===== src/rtl/fft_pkg.sv =====
// ============================================================================
//  Module   : fft_pkg
//  Purpose  : Shared types, encodings and size helpers for the FFT sequencer.
//  Revision : 1.0  initial release
// ============================================================================
`default_nettype none

package fft_pkg;

    typedef enum logic [1:0] {
        ST_IDLE  = 2'd0,
        ST_RUN   = 2'd1,
        ST_DRAIN = 2'd2,
        ST_DONE  = 2'd3
    } fft_state_t;

    localparam logic [1:0] c_route_pass  = 2'd0;
    localparam logic [1:0] c_route_pair  = 2'd1;
    localparam logic [1:0] c_route_cross = 2'd2;

    // Widest bank address supported (LOG2N = 12).
    localparam int c_max_aw = 10;

    function automatic int calc_aw(input int log2n);
        return log2n - 2;
    endfunction

    function automatic int calc_depth(input int log2n);
        return 1 << calc_aw(log2n);
    endfunction

    function automatic int calc_nstg(input int log2n);
        return log2n - 1;
    endfunction

    // Inverts the top s bits of an aw-bit count; s >= aw inverts every bit.
    function automatic logic [c_max_aw-1:0] inv_top(input logic [c_max_aw-1:0] cnt,
                                                    input int s, input int aw);
        logic [c_max_aw-1:0] full;
        full = c_max_aw'((1 << aw) - 1);
        return cnt ^ (full & ~(full >> s));
    endfunction

endpackage

`default_nettype wire


===== src/rtl/fft_addr_map.sv =====
// ============================================================================
//  Module   : fft_addr_map
//  Purpose  : Stage-dependent bank address pair for one side (read or write).
//  Revision : 1.0  initial release
// ============================================================================
`default_nettype none

module fft_addr_map #(
    parameter int AW = 6
) (
    input  logic [AW-1:0] i_cnt,
    input  logic [3:0]    i_stage,
    output logic [AW-1:0] o_addr0,
    output logic [AW-1:0] o_addr1
);
    import fft_pkg::*;

    always_comb begin
        o_addr0 = i_cnt;
        o_addr1 = AW'(inv_top(c_max_aw'(i_cnt), int'(i_stage), AW));
    end

endmodule

`default_nettype wire


===== src/rtl/fft_seq_p.sv =====
// ============================================================================
//  Module   : fft_seq_p
//  Purpose  : Parametrised address/route sequencer for the in-place radix-2 FFT.
//  Revision : 1.0  initial release
// ============================================================================
`default_nettype none

module fft_seq_p #(
    parameter int LOG2N  = 8,
    parameter int PE_LAT = 2
) (
    input  logic             Clk,
    input  logic             Reset_n,
    input  logic             Start,
    input  logic             Inverse,
    input  logic [LOG2N-2:0] Scale_mask,
    input  logic             Host_sel,
    input  logic [LOG2N-3:0] Host_addr,
    input  logic             Host_we,
    output logic             Busy,
    output logic             Done,
    output logic [LOG2N-3:0] Rd_addr0,
    output logic [LOG2N-3:0] Rd_addr1,
    output logic [LOG2N-3:0] Wr_addr0,
    output logic [LOG2N-3:0] Wr_addr1,
    output logic             We,
    output logic [LOG2N-1:0] Tf_addr,
    output logic             Tf_conj,
    output logic [1:0]       Rd_route,
    output logic             Wr_swap,
    output logic             Bypass_n,
    output logic             Scale_en,
    output logic [3:0]       Stage
);
    import fft_pkg::*;

    localparam int            AW       = calc_aw(LOG2N);
    localparam int            DEPTH    = calc_depth(LOG2N);
    localparam int            NSTG     = calc_nstg(LOG2N);
    localparam int            LAT      = PE_LAT + 1;
    localparam logic [AW-1:0] LAST_CNT = AW'(DEPTH - 1);
    localparam logic [3:0]    LAST_STG = 4'(NSTG - 1);

    fft_state_t      r_state, w_state_nxt;
    logic [AW-1:0]   r_rd_cnt;
    logic [3:0]      r_stage;
    logic            r_inv;
    logic [NSTG-1:0] r_mask;
    logic            r_wv [LAT];
    logic [AW-1:0]   r_wc [LAT];

    logic            w_wr_vld, w_accept, w_stage_end, w_busy;
    logic [AW-1:0]   w_wr_cnt;
    logic [AW-1:0]   w_rd_a0, w_rd_a1, w_wr_a0, w_wr_a1;
    logic [AW-1:0]   w_low_mask, w_low, w_top;
    logic [LOG2N-1:0] w_tf;
    logic [1:0]      w_route;
    logic            w_cross_bit, w_swap, w_scale;

    assign w_wr_vld    = r_wv[LAT-1];
    assign w_wr_cnt    = r_wc[LAT-1];
    assign w_busy      = (r_state == ST_RUN) || (r_state == ST_DRAIN);
    assign w_accept    = (r_state == ST_IDLE) && Start;
    assign w_stage_end = (r_state == ST_DRAIN) && w_wr_vld && (w_wr_cnt == LAST_CNT);

    always_ff @(posedge Clk) begin
        if (!Reset_n) r_state <= ST_IDLE;
        else          r_state <= w_state_nxt;
    end

    always_comb begin
        w_state_nxt = r_state;
        case (r_state)
            ST_IDLE:  if (Start) w_state_nxt = ST_RUN;
            ST_RUN:   if (r_rd_cnt == LAST_CNT) w_state_nxt = ST_DRAIN;
            ST_DRAIN: if (w_stage_end) w_state_nxt = (r_stage == LAST_STG) ? ST_DONE : ST_RUN;
            default:  w_state_nxt = ST_IDLE;
        endcase
    end

    // Write side is the read count delayed by the BRAM read plus PE latency.
    always_ff @(posedge Clk) begin
        if (!Reset_n) begin
            r_rd_cnt <= '0;
            r_stage  <= '0;
            r_inv    <= 1'b0;
            r_mask   <= '0;
            for (int i = 0; i < LAT; i++) begin
                r_wv[i] <= 1'b0;
                r_wc[i] <= '0;
            end
        end else begin
            if (r_state == ST_RUN) r_rd_cnt <= r_rd_cnt + AW'(1);
            r_wv[0] <= (r_state == ST_RUN);
            r_wc[0] <= r_rd_cnt;
            for (int i = 1; i < LAT; i++) begin
                r_wv[i] <= r_wv[i-1];
                r_wc[i] <= r_wc[i-1];
            end
            if (w_accept) begin
                r_stage <= '0;
                r_inv   <= Inverse;
                r_mask  <= Scale_mask;
            end else if (w_stage_end) begin
                r_stage <= (r_stage == LAST_STG) ? 4'd0 : r_stage + 4'd1;
            end
        end
    end

    fft_addr_map #(.AW(AW)) u_rd_map (
        .i_cnt   (r_rd_cnt),
        .i_stage (r_stage),
        .o_addr0 (w_rd_a0),
        .o_addr1 (w_rd_a1)
    );

    fft_addr_map #(.AW(AW)) u_wr_map (
        .i_cnt   (w_wr_cnt),
        .i_stage (r_stage),
        .o_addr0 (w_wr_a0),
        .o_addr1 (w_wr_a1)
    );

    always_comb begin
        w_low_mask  = {AW{1'b1}} >> r_stage;
        w_low       = r_rd_cnt & w_low_mask;
        w_top       = r_rd_cnt & ~w_low_mask;
        w_cross_bit = |(r_rd_cnt & (AW'(1) << (4'(AW) - r_stage)));
        w_swap      = (r_stage < LAST_STG) &&
                      (|(w_wr_cnt & (AW'(1) << (4'(AW - 1) - r_stage))));
        w_scale     = |(r_mask & (NSTG'(1) << r_stage));

        if (r_stage == 4'd0)          w_tf = LOG2N'(r_rd_cnt);
        else if (r_stage == LAST_STG) w_tf = '0;
        else if (w_top == '0)         w_tf = LOG2N'(w_low) << r_stage;
        else                          w_tf = LOG2N'(w_low) << (r_stage + 4'd1);

        w_route = c_route_pair;
        if (r_stage != 4'd0) begin
            if (w_top == '0)
                w_route = c_route_pass;
            else if ((r_stage <= 4'(AW)) && w_cross_bit)
                w_route = c_route_cross;
        end
    end

    always_comb begin
        Busy     = w_busy;
        Done     = (r_state == ST_DONE);
        Rd_addr0 = '0;
        Rd_addr1 = '0;
        Wr_addr0 = '0;
        Wr_addr1 = '0;
        We       = 1'b0;
        Tf_addr  = '0;
        Rd_route = c_route_pass;
        Wr_swap  = 1'b0;
        Scale_en = 1'b0;
        Tf_conj  = r_inv;
        Bypass_n = (r_stage != LAST_STG);
        Stage    = r_stage;
        if (w_busy) begin
            Rd_addr0 = w_rd_a0;
            Rd_addr1 = w_rd_a1;
            Tf_addr  = w_tf;
            Rd_route = w_route;
            if (w_wr_vld) begin
                Wr_addr0 = w_wr_a0;
                Wr_addr1 = w_wr_a1;
                We       = 1'b1;
                Wr_swap  = w_swap;
                Scale_en = w_scale;
            end
        end else if (Host_sel) begin
            Rd_addr0 = Host_addr;
            Rd_addr1 = Host_addr;
            Wr_addr0 = Host_addr;
            Wr_addr1 = Host_addr;
            We       = Host_we;
            Tf_addr  = {2'b00, Host_addr};
        end
    end

endmodule

`default_nettype wire

===== config.mk =====
export PLATFORM = sky130hd
export DESIGN_NAME = fft_seq_p
export DESIGN_NICKNAME = d
export VERILOG_FILES = /design/src/rtl/fft_pkg.sv /design/src/rtl/fft_addr_map.sv /design/src/rtl/fft_seq_p.sv
export SDC_FILE = /design/constraint.sdc
export NUM_CORES = 1
export LEC_CHECK = 0
export CAP_MARGIN = 20
export CORE_MARGIN = 2
export CORE_UTILIZATION = 52
export CTS_CLUSTER_DIAMETER = 100
export DETAILED_ROUTE_END_ITERATION = 6
export PLACE_DENSITY_LB_ADDON = 0.08
export SKIP_CTS_REPAIR_TIMING = 1
export SYNTH_ARGS = -nofsm -noshare
export SYNTH_HDL_FRONTEND = slang
export SYNTH_SLANG_ARGS = --single-unit

===== constraint.sdc =====
create_clock -name Clk -period 4.28 [get_ports Clk]
set_input_delay 0.428 -clock Clk [delete_from_list [all_inputs] [get_ports Clk]]
set_output_delay 0.428 -clock Clk [all_outputs]
set_load 0.005 [all_outputs]

### Word-level counts from Yosys, hierarchy flattened

Memory sizes are Yosys's and may differ from the RTL's.
Cells that the tools add are included.
Widths: inputs -> output; s select.

| storage, ports and cells | value |
|---|---|
| register bits | 20 |
| bits in writable memories | 21 |
| input bits | 19 |
| word-level logic and storage cells | 98 |
| memories kept | 2 |

| cells by class | value |
|---|---|
| add/subtract/negate cells | 4 |
| magnitude comparators | 2 |
| equality and inequality tests | 10 |
| shifts and indexed selects | 7 |
| muxes and demuxes | 37 |
| bitwise gates (word level) | 16 |
| reductions and logical operators | 15 |

Memories:

| memory | depth | bits a word | rd ports | clocked after memory_dff | wr ports | line | source |
|---|---|---|---|---|---|---|---|
| r_wc | 3 | 6 | 3 | 0 | 3 | fft_seq_p.sv:50 | `logic [AW-1:0] r_wc [LAT];` |
| r_wv | 3 | 1 | 3 | 0 | 3 | fft_seq_p.sv:49 | `logic r_wv [LAT];` |

Operator list:

| kind | count |
|---|---|
| $mux 6 | 11 |
| $mux 8 | 4 |
| $and 6x6->6 | 4 |
| $mux 2 | 8 |
| $shl 6x4->8 | 2 |
| $eq 6x6->1 const B | 2 |
| $mux 1 | 12 |
| $not 6->6 | 2 |
| $reduce_or 6->1 | 2 |
| $shl 1x4->6 const A | 2 |
| $shr 6x4->6 const A | 2 |
| $xor 6x6->6 | 2 |
| $sub 3x4->4 const A | 2 |
| $and 7x7->7 | 1 |
| $reduce_or 7->1 | 1 |
| $shl 1x4->7 const A | 1 |
| $add 6x1->6 const B | 1 |
| $logic_not 6->1 | 1 |
| $ne 2x2->1 const B | 3 |
| $or 1x1->1 | 6 |
| $pmux 2 s3 | 1 |
| $logic_and 1x1->1 | 5 |
| $add 4x1->4 const B | 1 |
| $eq 2x2->1 const B | 2 |
| other kinds (13) | 13 |

### Depth between registers and ports, before layout

Gate-level depths: netlist of the first run.

| logic depth | value |
|---|---|
| depth in word-level cells | 9 |
| mapped depth | 12 |
| gate-level depth less buffers | 11 |

### Modules after synthesis

A second synthesis of the first run with hierarchy kept.

| second synthesis, totals | value |
|---|---|
| cell total of the unflattened synthesis | 426 |
| area, all modules | 3260.6 sq um |

Modules (own cells, without submodules):

| module | instances | cells an instance | area each (sq um) | seq. area each (sq um) |
|---|---|---|---|---|
| fft_seq_p | 1 | 382 | 2940.3 | 820.8 |
| fft_addr_map | 2 | 22 | 160.2 | 0.0 |

### Worst setup path after synthesis of the first run

Ideal clock, no wire load.

| timing | value |
|---|---|
| path type | reg2out |
| start point | register r_stage[1] (netlist: Stage[1]) |
| end point | output Tf_addr[6] |
| arrival time | 3.004 ns |
| required time | 3.852 ns |
| slack | 0.848 ns |
| stages on the path, launching flop included | 13 |
| path buffers | 3 |
| path through | dfxtp_1 > clkbuf_1 > inv_1 > ha_1 > or3b_1 > buf_2 > ha_1 > or4_4 > nor2_4 > buf_4 > a221oi_1 > a21o_1 > a211oi_1 |

| on the way | value |
|---|---|
| word-level cells in the longest chain between the ends | 8 |
| elaborated cells between the ends (all ways) | 14 |
| classes of those cells | add/sub: 1; eq/ne: 1; shift: 3; mux: 4; bitwise: 3; reduce/logical: 2 |

Ends and longest elaborated chain:

| item | line | source |
|---|---|---|
| start: declaration | fft_seq_p.sv:46 | `logic [3:0] r_stage;` |
| start signal: assignment | fft_seq_p.sv:105 | `r_stage <= (r_stage == LAST_STG) ? 4'd0 : r_stage + 4'd1;` |
| parallel branches: the longest is 6 deep, another holds $shl 6x4->8 | n/a |  |
| $mux 8 * | fft_seq_p.sv:133 | `if (r_stage == 4'd0) w_tf = LOG2N'(r_rd_cnt);` |
| $mux 8 * | fft_seq_p.sv:162 | `if (w_busy) begin` |
| end: declaration | fft_seq_p.sv:27 | `output logic [LOG2N-1:0] Tf_addr,` |

Every way passes the cells marked *.

### Worst setup path in the final report of the first run

| timing | value |
|---|---|
| start point | register r_stage[0] (netlist: Stage[0]) |
| end point | output Tf_addr[6] |

The elaborated chain is that of the path after synthesis.

==> flow_metrics.py, run 1 <==
metrics = {
    "sta": {
        "hold_viol_final": 0,
        "setup_viol": 0,
        "rsz0062_at_grt": "false",
        "post-route-period-util": 0.930,
        "setup_ws_ns": 0.300,
        "period_minus_slack_ns": 3.98,
        "slew-limit-headroom": 0.385,
        "tightest_slew_ns": 0.920,
        "fin_tns_setup_ns": 0,
        "maxSlewViolCount": 0,
        "fin_skew_ns": 0.00667,
        "max_freq_mhz": 251,
    },
    "finish": {
        "design_area_sq_um": 3810,
        "nNetsFinal": 482,
        "syn_to_final_growth_pct": 28.2,
        "drive_gt1_frac": 0.0688,
        "diodes": 0,
        "stdcell_count": 508,
    },
    "critical_path": {
        "crit_type": "flop to output pin",
        "crit_fanout": 14,
        "crit_required_ns": 3.85,
        "end_kind": "output pin",
        "worstPathArrival_ns": 3.55,
        "startpoint_type": "flop",
    },
    "clocking": {
        "clkTransAtPathRegs_ns": 0.08,
        "worstSkewPairLatency_ns": 0.30,
        "cts_sinks": 41,
        "clock_path_buffers": 2,
        "numCtsBuffers": 5,
        "clockRootBuffer": "clkbuf_8",
        "tritoncts": "done",
        "ctsHtreeMaxLevel": 2,
    },
    "yosys": {
        "synthArstFlopShare": 0,
        "ys_seq_area_frac": 0.276,
        "yosys-top-cells-count": "nand2_1, dfxtp_1, and2_1, ha_1",
        "syn-num-nets": 425,
        "synth.avg_cell_area_sq_um": 7.86,
        "yosys_most_used_dff": "dfxtp_1",
        "synth.top_cells.by_area": "dfxtp_1, ha_1, nand2_1, and2_1, o21ai_0",
        "yosysMostFrequentCell": "nand2_1",
        "synth.yosys.warnings": 0,
        "synth_cell_types": 62,
        "ys_seq_elements": 41,
        "synth_cells": 378,
        "synth.top_cell.area_share": 0.276,
        "synth_edf_count": 0,
        "synth_area_sq_um": 2970,
        "synth_top_area_cell": "dfxtp_1",
    },
    "die": {
        "core_sq_um": 5510,
        "start_util": 0.539,
        "ios": 64,
        "fp.dieW_um": 79.6,
        "design.die.area_sq_um": 6330,
        "fp-row-count": 27,
        "dieHeight_um": 79.6,
    },
    "job": {
        "max_cap_violations": 0,
    },
    "global_route": {
        "overflow": 0,
        "grt_usage": 0.267,
        "antenna_found_initial": 0,
        "grt_pass1_wl_mm": 13.4,
        "grt_max_degree": 39,
        "grt_pass1_vias": 2796,
    },
    "power": {
        "cellPowerDensity_nw_per_um2": 354,
        "irDropWorstVdd_uv": 455,
        "p_leak_nw": 1.56,
        "power.total_w": 0.00135,
    },
    "min_path": {
        "holdCritPathClass": "flop to flop",
    },
    "drt": {
        "wl_per_cell_um": 16.3,
        "dr_total_vias": 2909,
        "drc": 0,
        "detail_route.first_pass.iterations": 5,
        "drt_iter0_markers": 168,
        "vias_per_cell": 5.73,
        "ant_nets": 0,
        "route.final.wire_length_mm": 8.26,
    },
    "place": {
        "pre_cts_ws_ns": 0.559,
        "place_area_sq_um": 3650,
        "dp_hpwl_mm": 6.08,
        "finalWeightedCongestion": 0.870,
        "dp_cells": 499,
        "port_buffers": 63,
    },
    "status": {
        "status": "complete, no violations",
    },
}
[worst paths after layout]
| path | cells after the start | end | slack, ns | startpoint |
|---|---|---|---|---|
| min reg2reg | 1 | r_wc[0][8] | 0.43 | r_wc[0][2] |
| max | 11 | Tf_addr[6] | 0.30 | Stage[0] |
| min | 1 | r_wc[0][8] | 0.43 | r_wc[0][2] |
| max reg2reg | 7 | r_state[0] | 2.07 | r_state[0] |
[cell type report]
type	count	area, sq um
Inverter	17	63.8
Sequential cell	41	821
Fill cell	441	1700
Multi-Input combinational cell	299	1990
Tap cell	72	90.1
Clock inverter	3	68.8
Timing Repair Buffer	71	703
Clock buffer	5	68.8
[layout by cell type, fill, tap and decap left out, types with 7 or more instances in the layout]
master,synthesis,final
nand2_1,73,73
clkdlybuf4s50_1,0,63
dfxtp_1,41,41
and2_1,28,28
ha_1,28,28
o21ai_0,16,16
inv_1,15,15
a21oi_1,14,14
nor2_1,13,13
nand3_1,13,13
a21boi_0,9,9
buf_4,1,7
[metal layers]
metal,part of all wire,wire length (um),GRT usage,up-vias
met3,0.042,347,0.0283,15
li1,-,-,-,1446
met5,0,0,0,-
met2,0.49,4060,0.481,88
met4,0.018,148,0.0966,0
met1,0.45,3710,0.326,1360
[metrics by stage]
step / utilization / hold WS (ns)
6_report: 0.691 / 0.430
3_3_place_gp: 0.663 / 0.414
2_1_floorplan: - / 0.412
3_5_place_dp: 0.663 / 0.419
5_1_grt: 0.691 / 0.435
4_1_cts: 0.688 / 0.431
[cell families after synthesis]
kind of cell / share of synthesized area
buffers and inverters: 0.0531
muxes: 0.0396
adders and majority gates: 0.118
AOI/OAI and AO/OA: 0.193
and+or+nand+nor: 0.290
DFF: 0.276
xor gates and xnor gates: 0.0295
[worst max-delay path, cell delays in order (launching register included)]
cell and delay, ns:
dfxtp_1 0.39, clkinv_1 0.09, ha_1 0.34, or3b_1 0.41
ha_1 0.23, or4_4 0.45, nor2_4 0.14, buf_12 0.14
o22ai_1 0.08, a2111oi_0 0.42, a211oi_1 0.09, clkdlybuf4s50_1 0.46
[report_power, final]
part | leakage [nW] | switching [W] | total, W | internal [W]
Sequential | 0.332 | 0.0000392 | 0.000456 | 0.000417
Combinational | 1.16 | 0.000250 | 0.000518 | 0.000268
Clock | 0.0687 | 0.000139 | 0.000374 | 0.000235
[state kept, by name (all words and copies together), names as in the netlist]
register	count
r_rd_cnt	6
r_mask	7
r_wv	3
r_wc	18
r_state	2
Tf_conj	1
Stage	4
No activity file was read; power rests on OpenSTA's default activity.
==> inputs of run 2 (changes only) <==
--- a/config.mk
+++ b/config.mk
@@ -15,3 +15,4 @@
 export SYNTH_ARGS = -nofsm -noshare
 export SYNTH_HDL_FRONTEND = slang
 export SYNTH_SLANG_ARGS = --single-unit
+export TNS_END_PERCENT = 20
==> results of run 2 <==
The final DEF is identical to that of run 1; final timing and power are the same.
